`src/rtl/parity_frame_rx.sv`:
```
// -----------------------------------------------------------------------------
// parity_frame_rx
//
// Serial frame receiver feeding the byte-parity tree. Recovers frames of
// 1 start bit, 8 data bits (LSB first), 1 parity bit and 1 stop bit from an
// asynchronous serial line. It checks parity, flags framing faults and keeps a
// saturating count of bad frames.
//
// Parameters
//   CLKS_PER_BIT   clock cycles per serial bit (even, >= 4)
//
// Ports
//   clk            sole clock, rising edge
//   rst            asynchronous active-high reset
//   i_rx           serial line, idle high, asynchronous to clk
//   i_odd_parity   0 = even parity, 1 = odd parity (captured at start confirm)
//   i_err_clr      synchronous clear of o_err_count (wins over an increment)
//   o_data_out     last received byte, bit 0 = first data bit on the line
//   o_data_valid   one-cycle pulse at the stop-bit sample of each frame
//   o_parity_err   parity fault on the last frame
//   o_frame_err    stop bit of the last frame sampled low
//   o_err_count    frames with any error, saturates at 15
//   o_busy         high whenever the receiver is not idle
// -----------------------------------------------------------------------------
module parity_frame_rx #(
    parameter int CLKS_PER_BIT = 4
) (
    input  logic       clk,
    input  logic       rst,
    input  logic       i_rx,
    input  logic       i_odd_parity,
    input  logic       i_err_clr,
    output logic [7:0] o_data_out,
    output logic       o_data_valid,
    output logic       o_parity_err,
    output logic       o_frame_err,
    output logic [3:0] o_err_count,
    output logic       o_busy
);

    localparam int CW = $clog2(CLKS_PER_BIT);
    localparam logic [CW-1:0] CNT_FULL = CW'(CLKS_PER_BIT - 1);
    localparam logic [CW-1:0] CNT_HALF = CW'(CLKS_PER_BIT / 2 - 1);

    localparam logic [2:0] S_IDLE   = 3'd0;
    localparam logic [2:0] S_START  = 3'd1;
    localparam logic [2:0] S_DATA   = 3'd2;
    localparam logic [2:0] S_PARITY = 3'd3;
    localparam logic [2:0] S_STOP   = 3'd4;
    localparam logic [2:0] S_BREAK  = 3'd5;

    logic          r_rx_meta;
    logic          r_rxs;
    logic [2:0]    r_state;
    logic [CW-1:0] r_cnt;
    logic [2:0]    r_bit_idx;
    logic [7:0]    r_shift;
    logic          r_par_bit;
    logic          r_odd_lat;
    logic [7:0]    r_data_out;
    logic          r_data_valid;
    logic          r_parity_err;
    logic          r_frame_err;
    logic [3:0]    r_err_count;

    logic          w_expire;
    logic          w_parity_err;

    // Counter expiry marks the middle of the current bit.
    assign w_expire     = (r_cnt == '0);
    // Total ones across data and parity bit must match the latched mode.
    assign w_parity_err = ((^r_shift) ^ r_par_bit) != r_odd_lat;

    always_ff @(posedge clk or posedge rst) begin
        if (rst) begin
            r_rx_meta    <= 1'b1;
            r_rxs        <= 1'b1;
            r_state      <= S_IDLE;
            r_cnt        <= '0;
            r_bit_idx    <= 3'd0;
            r_shift      <= 8'h00;
            r_par_bit    <= 1'b0;
            r_odd_lat    <= 1'b0;
            r_data_out   <= 8'h00;
            r_data_valid <= 1'b0;
            r_parity_err <= 1'b0;
            r_frame_err  <= 1'b0;
        end else begin
            r_rx_meta    <= i_rx;
            r_rxs        <= r_rx_meta;
            r_data_valid <= 1'b0;

            case (r_state)
                S_IDLE: begin
                    if (!r_rxs) begin
                        r_state <= S_START;
                        r_cnt   <= CNT_HALF;
                    end
                end

                S_START: begin
                    if (w_expire) begin
                        if (r_rxs) begin
                            // Glitch shorter than half a bit: ignore silently.
                            r_state <= S_IDLE;
                        end else begin
                            r_odd_lat <= i_odd_parity;
                            r_cnt     <= CNT_FULL;
                            r_bit_idx <= 3'd0;
                            r_state   <= S_DATA;
                        end
                    end else begin
                        r_cnt <= r_cnt - 1'b1;
                    end
                end

                S_DATA: begin
                    if (w_expire) begin
                        r_shift[r_bit_idx] <= r_rxs;
                        r_cnt              <= CNT_FULL;
                        r_bit_idx          <= r_bit_idx + 1'b1;
                        if (r_bit_idx == 3'd7) begin
                            r_state <= S_PARITY;
                        end
                    end else begin
                        r_cnt <= r_cnt - 1'b1;
                    end
                end

                S_PARITY: begin
                    if (w_expire) begin
                        r_par_bit <= r_rxs;
                        r_cnt     <= CNT_FULL;
                        r_state   <= S_STOP;
                    end else begin
                        r_cnt <= r_cnt - 1'b1;
                    end
                end

                S_STOP: begin
                    if (w_expire) begin
                        r_data_out   <= r_shift;
                        r_parity_err <= w_parity_err;
                        r_frame_err  <= ~r_rxs;
                        r_data_valid <= 1'b1;
                        // A low stop bit is treated as a line break; the line
                        // must return high before another start is accepted.
                        r_state      <= r_rxs ? S_IDLE : S_BREAK;
                    end else begin
                        r_cnt <= r_cnt - 1'b1;
                    end
                end

                S_BREAK: begin
                    if (r_rxs) begin
                        r_state <= S_IDLE;
                    end
                end

                default: r_state <= S_IDLE;
            endcase
        end
    end

    // Error counter runs one cycle behind data_valid so it sees the flags
    // of the frame that just completed.
    always_ff @(posedge clk or posedge rst) begin
        if (rst) begin
            r_err_count <= 4'd0;
        end else if (i_err_clr) begin
            r_err_count <= 4'd0;
        end else if (r_data_valid && (r_parity_err || r_frame_err)
                     && (r_err_count != 4'hF)) begin
            r_err_count <= r_err_count + 1'b1;
        end
    end

    assign o_data_out   = r_data_out;
    assign o_data_valid = r_data_valid;
    assign o_parity_err = r_parity_err;
    assign o_frame_err  = r_frame_err;
    assign o_err_count  = r_err_count;
    assign o_busy       = (r_state != S_IDLE);

endmodule

```
`config.mk`:
```
export PLATFORM = sky130hd
export DESIGN_NAME = parity_frame_rx
export DESIGN_NICKNAME = d
export VERILOG_FILES = /design/src/rtl/parity_frame_rx.sv
export SDC_FILE = /design/constraint.sdc
export NUM_CORES = 1
export LEC_CHECK = 0
export ABC_AREA = 1
export ABC_CLOCK_PERIOD_IN_PS = 1700
export CELL_PAD_IN_SITES_DETAIL_PLACEMENT = 2
export CELL_PAD_IN_SITES_GLOBAL_PLACEMENT = 2
export CORE_MARGIN = 10
export CORE_UTILIZATION = 33
export CTS_BUF_LIST = sky130_fd_sc_hd__clkbuf_16
export DETAILED_ROUTE_END_ITERATION = 12
export PLACE_DENSITY_LB_ADDON = 0.1
export SLEW_MARGIN = 25
export SYNTH_ARGS = -nofsm -noshare
export SYNTH_HDL_FRONTEND = slang
export SYNTH_SLANG_ARGS = --single-unit
```
`constraint.sdc`:
```
create_clock -name clk -period 1.7 [get_ports clk]
set_input_delay 0.255 -clock clk [delete_from_list [all_inputs] [get_ports clk]]
set_output_delay 0.255 -clock clk [all_outputs]
set_load 0.05 [all_outputs]
```
==> run summary <==
STATUS
---------------------------------------------------------------------------
Status                                                         finished clean

SYNTHESIS
---------------------------------------------------------------------------
Post-synth top area cell                                       sky130_fd_sc_hd__dfrtp_1
Gate count of the mapped netlist                                        222
Number of synthesized flops with an enable pin                            0
Mapped Avg Cell Area                                               8.31 um2
Top post-synthesis cells by area                               sky130_fd_sc_hd__dfrtp_1, sky130_fd_sc_hd__nand2_1, sky130_fd_sc_hd__inv_1
Share of synthesized area occupied by flip-flops and latches          47.6%
Share of flip-flops with an asynchronous set or reset                  100%
Primary flip-flop cell chosen by synthesis mapping             sky130_fd_sc_hd__dfrtp_1
Yosys warning total                                                       0
Net Count, Synth                                                        231
Synthesized cell area                                           0.00184 mm2
Area fraction of the dominant cell type after synthesis               44.8%
Synthesis-stage register bit count                                       35
Unique masters post-synth                                                28

STA
---------------------------------------------------------------------------
Finish-stage setup viols                                                  0
Slew at the pin with the worst max-slew slack                      0.487 ns
Post-layout minimum cycle time                                      1.50 ns
Peak clock frequency supported by timing                            669 MHz
Maximum clock skew at final layout                               0.00710 ns
Max-slew violation count                                                  0
Relative slew slack                                                   67.5%
Final critical-path share of the clock period                         88.0%
Total count of hold-check failures in the final report                    0
RSZ-0062 raised after global routing                                     no
Sum of negative setup slack                                            0 ns

GLOBAL ROUTE
---------------------------------------------------------------------------
Number of global-route vias before repair                              1565
Antenna violations before repair                                          0
Remaining Overflow, GRT                                                   0
Largest net degree at the start of global routing                        26
Overall routing resource usage                                        10.6%
Wire length of the first global-routing pass                        7620 um

PWR
---------------------------------------------------------------------------
Post-layout total power                                             3.61 mW
Power Dens Cells                                                1610 mW/mm2
Worst IR drop on VDD                                             0.000581 V
Leak                                                                1.13 nW

ROUTING
---------------------------------------------------------------------------
Vias per cell                                                          4.70
Starting DRT DRC Count                                                   26
Avg WL per Cell                                                     14.0 um
Final antenna-violating net count                                         0
Drc violations                                                            0
Pre-antenna DRT Iters                                                     4
Total vias in the final route                                          1508
Total wire length after detailed routing                            4490 um

SETUP PATH
---------------------------------------------------------------------------
Worst endpoint data arrival time                                    1.24 ns
Maximum fanout encountered on the critical timing path                    4
Critical path startpoint                                       r_state[1]$_DFFE_PP0P_
Setup slack of the most critical reg-to-reg path                    0.22 ns
Data required time of the worst path                                1.44 ns
Worst reg2reg path depth                                                  6
Kind of capture point of the worst setup path                   output port
CP Capture Point                                                     o_busy
CP startpoint kind                                                     flop
Crit path kind                                                      reg2out
Worst r2r src                                                  r_cnt[0]$_DFFE_PP0P_
Worst reg2reg path endpoint                                    r_shift[4]$_DFFE_PP0P_

CLOCK TREE
---------------------------------------------------------------------------
Clock tree from TritonCTS                                             built
Post-CTS Repair Setup Buffers                                             0
Clock latency on the worst-skew pair                                0.28 ns
Clock transition at the registers of the reported paths             0.06 ns
Clock Sink Count                                                         35
H-tree depth reported by CTS                                              2
Clock Tree Root                                                sky130_fd_sc_hd__clkbuf_16
Resized Gates After CTS                                                   0
Clock buffers created by TritonCTS                                        5
Hold-fix buffers, CTS                                                     0
Largest buffer count on any clock path                                    2

PLACED DESIGN
---------------------------------------------------------------------------
Detailed-placement wirelength estimate                              3600 um
Count of input and output buffers                                        20
Placer's final routability congestion estimate                        0.683

WORST HOLD PATH
---------------------------------------------------------------------------
Worst min-delay path class                                         in2async

FINISH
---------------------------------------------------------------------------
Syn-to-layout area delta                                              21.4%
Most used cells in the layout excluding fill and tap cells     sky130_fd_sc_hd__nand2_1, sky130_fd_sc_hd__inv_1, sky130_fd_sc_hd__dfrtp_1, sky130_fd_sc_hd__buf_4
Leading cell type in the layout, fill and taps excluded        sky130_fd_sc_hd__nand2_1
Number of diodes added for antenna fixing                                 0
Ratio of cells with drive above 1 in the final layout                 18.9%
Final net count                                                         258

FLOORPLANNING
---------------------------------------------------------------------------
Core region area                                                0.00547 mm2
Placement Rows                                                           27
Effective utilization at floorplan                                    33.7%
Die Outline Area                                                0.00898 mm2
Top Ports                                                                21
Vertical die dimension                                              94.8 um
Die X                                                               94.8 um

FLOW RUN
---------------------------------------------------------------------------
Max Cap Viol                                                              0

==> synthesized netlist by cell type (4+ instances only) <==
| cell type | count |
|---|---|
| sky130_fd_sc_hd__inv_1 | 33 |
| sky130_fd_sc_hd__nand2_2 | 6 |
| sky130_fd_sc_hd__ha_1 | 4 |
| sky130_fd_sc_hd__nand2_1 | 60 |
| sky130_fd_sc_hd__o21ai_0 | 7 |
| sky130_fd_sc_hd__dfrtp_1 | 33 |
| sky130_fd_sc_hd__a31oi_1 | 8 |
| sky130_fd_sc_hd__nor2_1 | 11 |
| sky130_fd_sc_hd__nand3_1 | 8 |
| sky130_fd_sc_hd__a21oi_1 | 9 |
| sky130_fd_sc_hd__o21ai_1 | 11 |
==> worst min path at each step <==
stage                   startpoint                    endpoint  slack (ns)  cells past startpoint
2_1_floorplan                 i_rx         r_rx_meta$_DFF_PP1_        0.26                      0
3_5_place_dp   r_rx_meta$_DFF_PP1_             r_rxs$_DFF_PP1_        0.36                      0
5_1_grt                        rst  o_err_count[3]$_DFFE_PP0P_        0.31                      3
6_report                       rst  o_err_count[2]$_DFFE_PP0P_        0.29                      3
4_1_cts                        rst  o_err_count[3]$_DFFE_PP0P_        0.29                      3
3_3_place_gp   r_rx_meta$_DFF_PP1_             r_rxs$_DFF_PP1_        0.35                      0
==> metrics by stage <==
step / hold WS [ns] / util [%] / worst slack (ns) / area (um2) / std cells
global route: 0.309 / 40.9 / 0.0782 / 2240 / 321
CTS: 0.294 / 40.8 / 0.0888 / 2230 / 321
detailed placement: 0.357 / 38.4 / 0.111 / 2100 / 314
finish: 0.289 / 40.9 / 0.205 / 2240 / 321
floorplan: 0.259 / - / 0.129 / 1840 / 222
global placement: 0.346 / 38.4 / 0.193 / 2100 / 314
==> final cells by class <==
cell class                      count  area, um2
Fill cell                         642       3230
Sequential cell                    35        878
Multi-Input combinational cell    146        792
Timing Repair Buffer               24        203
Inverter                           37        141
Clock buffer                        5        125
Tap cell                           72       90.1
Clock inverter                      2       8.76
==> registers in the layout, indices dropped and copies added (netlist names) <==
name          flops
r_cnt             2
r_shift           8
o_parity_err      1
r_rx_meta         1
r_bit_idx         3
r_rxs             1
r_par_bit         1
o_data_valid      1
o_data_out        8
r_odd_lat         1
o_err_count       4
r_state           3
o_frame_err       1
==> critical path, cell delays in order (launching register included) <==
cell	delay (ns)
sky130_fd_sc_hd__dfrtp_1	0.43
sky130_fd_sc_hd__nor2_2	0.24
sky130_fd_sc_hd__nand2_2	0.13
sky130_fd_sc_hd__buf_12	0.17
==> report_power, final <==
group | switching, mW | internal, mW
logic | 1.04 | 0.536
registers | 0.164 | 1.02
clock network | 0.327 | 0.526
total | 1.53 | 2.08
==> layer usage <==
metal  vias up  share of wire (%)  track usage, %
met5         -                  0               0
met2        21                 46            16.7
met1       720                 47            13.6
li1        763                  -               -
met4         0               0.82            3.37
met3         4                5.9            3.33
==> kinds of logic (layout without fill, tap and decap cells) <==
logic type / after synthesis / in the layout / share of synthesized area (%)
and+or+nand+nor: 100 / 100 / 27.3
AOI/OAI and AO/OA: 41 / 41 / 12.3
buffers and inverters: 41 / 68 / 9.57
DFF: 35 / 35 / 47.6
adders and majority gates: 4 / 4 / 2.71
xor gates and xnor gates: 1 / 1 / 0.475
Power figures use the tool's default switching activity.
